### src/rtl/decoder_nto1hot_seq.sv
// Registered N-to-one-hot decoder with level, pulse and prescaled auto-scan modes.
// Latency: 1 cycle from accepted sel to y/err. There is no backpressure; en=0 gates outputs low.
module decoder_nto1hot_seq #(
  parameter int SEL_W    = 3,
  parameter int NUM_OUT  = 8,
  parameter int SCAN_DIV = 1
) (
  input  logic               clk,
  input  logic               rst_n,
  input  logic               en,
  input  logic [1:0]         mode,
  input  logic               sel_valid,
  input  logic [SEL_W-1:0]   sel,
  output logic [NUM_OUT-1:0] y,
  output logic               y_valid,
  output logic               err
);

  localparam int              PW         = (SCAN_DIV > 1) ? $clog2(SCAN_DIV) : 1;
  localparam logic [PW-1:0]   PRE_LAST   = PW'(SCAN_DIV - 1);
  localparam logic [SEL_W-1:0] IDX_LAST  = SEL_W'(NUM_OUT - 1);
  localparam logic [SEL_W:0]  NUM_OUT_W  = (SEL_W + 1)'(NUM_OUT);
  localparam logic [1:0]      MODE_PULSE = 2'b01;
  localparam logic [1:0]      MODE_SCAN  = 2'b10;

  logic [SEL_W-1:0]   idx_q, idx_d;
  logic [PW-1:0]      pre_q, pre_d;
  logic [NUM_OUT-1:0] y_q, y_d;
  logic               y_valid_q;
  logic               err_q, err_d;
  logic               sel_in_range;

  assign sel_in_range = {1'b0, sel} < NUM_OUT_W;

  // The prescaler is held at zero outside scan, so entering scan always starts a full dwell.
  always_comb begin
    idx_d = idx_q;
    pre_d = '0;
    y_d   = y_q;
    err_d = 1'b0;
    if (!en) begin
      y_d = '0;
    end else if (mode == MODE_SCAN) begin
      y_d = NUM_OUT'(1) << idx_q;
      if (pre_q == PRE_LAST) begin
        // Compare before incrementing so idx never overflows when NUM_OUT == 2**SEL_W.
        idx_d = (idx_q == IDX_LAST) ? '0 : idx_q + SEL_W'(1);
      end else begin
        pre_d = pre_q + PW'(1);
      end
    end else if (sel_valid) begin
      if (sel_in_range) begin
        idx_d = sel;
        y_d   = NUM_OUT'(1) << sel;
      end else begin
        y_d   = '0;
        err_d = 1'b1;
      end
    end else if (mode == MODE_PULSE) begin
      y_d = '0;
    end
  end

  always_ff @(posedge clk or negedge rst_n) begin
    if (!rst_n) begin
      idx_q     <= '0;
      pre_q     <= '0;
      y_q       <= '0;
      y_valid_q <= 1'b0;
      err_q     <= 1'b0;
    end else begin
      idx_q     <= idx_d;
      pre_q     <= pre_d;
      y_q       <= y_d;
      y_valid_q <= |y_d;
      err_q     <= err_d;
    end
  end

  assign y       = y_q;
  assign y_valid = y_valid_q;
  assign err     = err_q;

endmodule

### config.mk
export PLATFORM = sky130hd
export DESIGN_NAME = decoder_nto1hot_seq
export DESIGN_NICKNAME = d
export VERILOG_FILES = /design/src/rtl/decoder_nto1hot_seq.sv
export SDC_FILE = /design/constraint.sdc
export NUM_CORES = 1
export LEC_CHECK = 0
export CORE_AREA = 2 2 44 46
export DETAILED_ROUTE_END_ITERATION = 12
export DIE_AREA = 0 0 46 48
export GPL_TIMING_DRIVEN = 0
export MAX_ROUTING_LAYER = met4
export PLACE_DENSITY_LB_ADDON = 0.15
export SETUP_SLACK_MARGIN = 0.5
export SYNTH_ARGS = -nofsm -noshare
export SYNTH_HDL_FRONTEND = slang
export SYNTH_SLANG_ARGS = --single-unit
### constraint.sdc
create_clock -name clk -period 4.7 [get_ports clk]
set_clock_uncertainty 0.1 [all_clocks]
set_input_delay 0.705 -clock clk [delete_from_list [all_inputs] [get_ports clk]]
set_output_delay 0.705 -clock clk [all_outputs]
set_load 0.02 [all_outputs]
Yosys cells after proc, flatten, opt, wreduce, memory -nomap -nowiden
Index checks and enable logic that the tools add are counted.
{"block": "totals", "regBits": 13, "in_bits": 9, "out_inout_bits": 10, "elab_cells": 26}
{"block": "op_classes", "n_addsub": 2, "eq_ne": 4, "shift": 2, "muxes": 11, "reduce_logical": 3}
{"cell": "8-bit two-way mux", "count": 4}
{"cell": "1-bit by 3-bit << shifter with 8-bit output, first input constant", "count": 2}
{"cell": "3-bit two-way mux", "count": 4}
{"cell": "8-bit OR reduction", "count": 1}
{"cell": "3-bit by 1-bit adder with 3-bit output, second input constant", "count": 1}
{"cell": "3-bit == test, second input constant", "count": 1}
{"cell": "1-bit two-way mux", "count": 3}
{"cell": "3-bit AND reduction", "count": 1}
{"cell": "2-bit by 1-bit == test with 1-bit output, second input constant", "count": 1}
{"cell": "2-bit == test, second input constant", "count": 1}
{"cell": "2-bit != test, second input constant", "count": 1}
{"cell": "2-bit nonzero test", "count": 1}
{"cell": "1-bit adder, second input constant", "count": 1}

Logic depth before layout (Yosys ltp)
{"block": "logic_depth", "word_depth": 6, "depth_mapped": 7, "ltp_nobuf": 7}

Least setup slack after synthesis
OpenSTA, ideal clock, no wires.
{"block": "synth_timing", "path_kind": "input to register", "startpoint": "input port sel_valid", "endpoint": "register y_valid_q (netlist: y_valid)", "setup_ns": 0.139, "t_arrival_ns": 2.297, "required_time_ns": 4.461, "path_slack_ns": 2.164, "path_stages": 5, "n_path_buf": 0, "path_cell_list": "nor2b_1 > and3_1 > o311a_1 > or4_1 > or4b_1"}
{"block": "synth_between", "elab_chain_cells": 4}
{"element": "from (decl)", "line": "12", "text": "input logic sel_valid,"}
{"element": "8-bit two-way mux", "line": "51", "text": "end else if (sel_valid) begin"}
{"element": "8-bit two-way mux", "line": "43", "text": "end else if (mode == MODE_SCAN) begin"}
{"element": "8-bit two-way mux", "line": "41", "text": "if (!en) begin"}
{"element": "named net y_d[5]", "line": "28", "text": "logic [NUM_OUT-1:0] y_q, y_d;"}
{"element": "8-bit OR reduction", "line": "75", "text": "y_valid_q <= |y_d;"}
{"element": "to (signal assigned)", "line": "75"}
{"element": "to (decl)", "line": "29", "text": "logic y_valid_q;"}
The timed path passes the listed nets, and every way through them passes these cells.
A chain may end at the register's enable or synchronous reset.

Final worst setup path
{"block": "layout_timing", "startpoint": "input port sel[1]", "endpoint": "register y_valid_q (netlist: y_valid)"}
{"block": "layout_between", "elab_chain_cells": 5}
{"element": "from (decl)", "line": "13", "text": "input logic [SEL_W-1:0] sel,"}
{"element": "1-bit by 3-bit << shifter with 8-bit output", "line": "54", "text": "y_d = NUM_OUT'(1) << sel;"}
{"element": "8-bit two-way mux", "line": "51"}
{"element": "8-bit two-way mux", "line": "43"}
{"element": "8-bit two-way mux", "line": "41"}
{"element": "named net y_d[5]", "line": "28"}
{"element": "8-bit OR reduction", "line": "75"}
The timed path passes the listed nets, and every way through them passes these cells.

==> impl_metrics.py <==
metrics = {
    "placement": {
        "pre_cts_slack_ns": 1.50,
        "post_dp_hpwl_mm": 1.34,
        "placement.cell_area_um2": 1010,
        "port_buffers": 16,
        "dp_cells": 122,
        "routabilityCongestion": 0.785,
    },
    "power_and_ir_drop": {
        "totalPowerFinal_mw": 0.299,
        "max-vdd-ir-drop_uv": 169,
        "p_leak_nw": 0.464,
        "power_density_normalized_to_cell_area_nw_per_um2": 285,
    },
    "logic_synthesis": {
        "synth.net_count": 104,
        "synth_area_um2": 832,
        "post-synth-top-area-fraction_pct": 36.1,
        "netlist-cell-type-count": 31,
        "synth.ff_latch_count": 12,
        "seq_area_frac_synth_pct": 36.1,
        "synth-warning-count": 0,
        "syn_avg_cell_area_um2": 9.35,
        "synthTopCellsByArea": "sky130_fd_sc_hd__dfrtp_1 (36%), sky130_fd_sc_hd__ha_1 (9.0%), sky130_fd_sc_hd__maj3_1 (8.4%), sky130_fd_sc_hd__nand2b_1 (4.5%), sky130_fd_sc_hd__inv_1 (3.2%)",
        "synth_top_area_cell": "sky130_fd_sc_hd__dfrtp_1",
        "postSynthCellCount": 89,
    },
    "clock_network": {
        "cts-hold-fix-buffers": 0,
        "insertion_delay_ns": 0.28,
        "post_cts.resized_instances": 0,
        "ctsLongestPathBuffers": 2,
        "cts_tree": "done",
        "cts.sinks": 12,
        "cts.root.buffer_cell": "sky130_fd_sc_hd__clkbuf_4",
        "clk_transition_reported_paths_ns": 0.08,
        "tritoncts.num_buffers": 3,
        "htreeDepth": 1,
        "post_cts.repair.setup_buffers": 0,
    },
    "floorplan": {
        "die_w_um": 46,
        "dieArea_um2": 2210,
        "fp.dieH_um": 48,
        "initial_utilization_pct": 49.3,
        "boundaryPins": 19,
        "core_area_um2": 1690,
        "placement_rows": 15,
    },
    "timing": {
        "final_period_minus_worst_setup_slack_ns": 2.91,
        "grt_setup_unrepaired": "false",
        "fin_worst_hold_slack_ns": 0.510,
        "setup_viol_count_final": 0,
        "layout_worst_path_cycle_share_pct": 61.9,
        "max_slew_margin_pct": 62.4,
        "slew_viol_final": 0,
        "worst_setup_slack_after_layout_ns": 1.79,
        "fin_tns_setup_ns": 0,
        "tightest_slew_ns": 0.562,
        "clock.fmax_mhz": 344,
        "report.final.hold_viol_count": 0,
    },
    "drt": {
        "finalWirelength_mm": 1.79,
        "vias_cell": 5.65,
        "drt_first_iter_violations": 18,
        "drtAntennaViolNets": 0,
        "num_vias": 712,
        "remaining_drc_errors": 0,
        "route.detailed.wl_per_inst_um": 14.2,
        "dr.pass1.iters": 4,
    },
    "worst_setup_path": {
        "critical_path_arrival_ns": 2.97,
        "critical_path.endpoint_type": "flip-flop",
        "crit_path_max_incr_delay_ns": 0.56,
        "cp_data_required_time_ns": 4.76,
        "critical_path.cell_chain": "clkdlybuf4s50_1 > nor2b_1 > and3_1 > o311a_1 > or4_1 > or4b_1",
        "critical_path_peak_fanout": 5,
        "critPathSlowestCell": "sky130_fd_sc_hd__clkdlybuf4s50_1",
        "worstSetupStartpointType": "primary input",
        "critPathKind": "in2reg",
        "ff2ff_setup_slack_ns": 2.40,
    },
    "layout": {
        "layout_commonest_cell": "sky130_fd_sc_hd__clkdlybuf4s50_1",
        "final_cell_count_no_fill": 126,
        "nNetsFinal": 125,
        "design_area_um2": 1050,
        "final_standard_cell_utilization_of_the_core_pct": 62.1,
        "layout-area-overhead-vs-synth_pct": 26.2,
        "layout_common_cells": "sky130_fd_sc_hd__clkdlybuf4s50_1 (16), sky130_fd_sc_hd__dfrtp_1 (12), sky130_fd_sc_hd__inv_1 (7), sky130_fd_sc_hd__maj3_1 (7)",
        "final_layout_size_suffix_gt1_share_pct": 8.26,
        "n_antenna_cell": 0,
    },
    "grt": {
        "grt_first_pass_wirelength_mm": 2.95,
        "grt_max_degree": 13,
        "gr-total-overflow": 0,
        "gr-usage-all-layers_pct": 19.8,
        "first_global_vias": 639,
        "antenna_found_initial": 0,
    },
    "worst_hold_path": {
        "timing.hold.worst.class": "reg2reg",
    },
    "run": {
        "drv_cap": 0,
    },
    "run_status": {
        "outcome": "finished, final reports clean",
    },
}
-- state kept, by name (all words and copies together) (netlist names) --
register	flops
idx_q	3
y	8
y_valid	1
-- final timing paths --
| check | end | cells after the start | from |
|---|---|---|---|
| setup / recovery | y_valid$_DFF_PN0_ | 6 | sel[1] |
| hold / removal | idx_q[0]$_DFFE_PN0P_ | 1 | idx_q[0]$_DFFE_PN0P_ |
| setup reg to reg | y_valid$_DFF_PN0_ | 7 | idx_q[0]$_DFFE_PN0P_ |
| hold reg to reg | idx_q[0]$_DFFE_PN0P_ | 1 | idx_q[0]$_DFFE_PN0P_ |
| max in group asynchronous | idx_q[0]$_DFFE_PN0P_ | 1 | rst_n |
| min in group asynchronous | y[6]$_DFF_PN0_ | 1 | rst_n |
-- worst max-delay path, delay by kind of cell --
kind                   cells  cell delay, ns
and+or+nand+nor            4            1.33
buffers and inverters      1            0.56
AOI/OAI and AO/OA          1            0.37
-- cell families after synthesis --
family	count (synthesis)	synth area share [%]
AOI/OAI and AO/OA	24	21.1
adders and majority gates	13	17.4
buffers and inverters	12	6.32
DFF	12	36.1
other	1	0.451
and+or+nand+nor	27	18.6
-- synth_stat cells --
cell type and number:
sky130_fd_sc_hd__a31o_2 1, sky130_fd_sc_hd__o32ai_1 1, sky130_fd_sc_hd__a21oi_1 4, sky130_fd_sc_hd__or4b_1 1, sky130_fd_sc_hd__nand3b_1 1, sky130_fd_sc_hd__o21a_1 2, sky130_fd_sc_hd__inv_1 7, sky130_fd_sc_hd__nor2b_1 4
sky130_fd_sc_hd__o21ai_0 5, sky130_fd_sc_hd__o2111a_1 1, sky130_fd_sc_hd__nor2_1 4, sky130_fd_sc_hd__or4_1 1, sky130_fd_sc_hd__o221a_2 2, sky130_fd_sc_hd__conb_1 1, sky130_fd_sc_hd__maj3_1 7, sky130_fd_sc_hd__a21o_1 2
sky130_fd_sc_hd__nand3_1 2, sky130_fd_sc_hd__o22ai_1 1, sky130_fd_sc_hd__nor3b_1 2, sky130_fd_sc_hd__dfrtp_1 12, sky130_fd_sc_hd__a22o_1 1, sky130_fd_sc_hd__nand2_1 4, sky130_fd_sc_hd__buf_4 2, sky130_fd_sc_hd__clkbuf_1 3
sky130_fd_sc_hd__and3_1 1, sky130_fd_sc_hd__nand2b_1 6, sky130_fd_sc_hd__and2_1 1, sky130_fd_sc_hd__o311a_1 1, sky130_fd_sc_hd__ha_1 6, sky130_fd_sc_hd__a311oi_1 1, sky130_fd_sc_hd__a22oi_1 2
-- cell type report --
class,count,area [µm²]
multi-input cells,65,479
repair buffers,16,160
plain buffers,5,26.3
flip-flops and latches,12,300
fillers,139,639
clock buffers,4,36.3
inverters,7,26.3
well taps,17,21.3
-- per-layer routing --
metal | up-vias | global-route usage [%] | wire length [µm]
li1 | 358 | - | -
met1 | 321 | 27.1 | 876
met2 | 26 | 27.8 | 749
met3 | 7 | 3.40 | 115
met4 | 0 | 10.3 | 53
met5 | - | - | 0
-- report_power, final --
part,internal (mW),leakage (nW),switching [mW]
combinational,0.0430,0.293,0.0450
clock,0.0472,0.0210,0.0403
sequential,0.114,0.151,0.00986
Note: power is estimated with default switching activity, not from simulation.
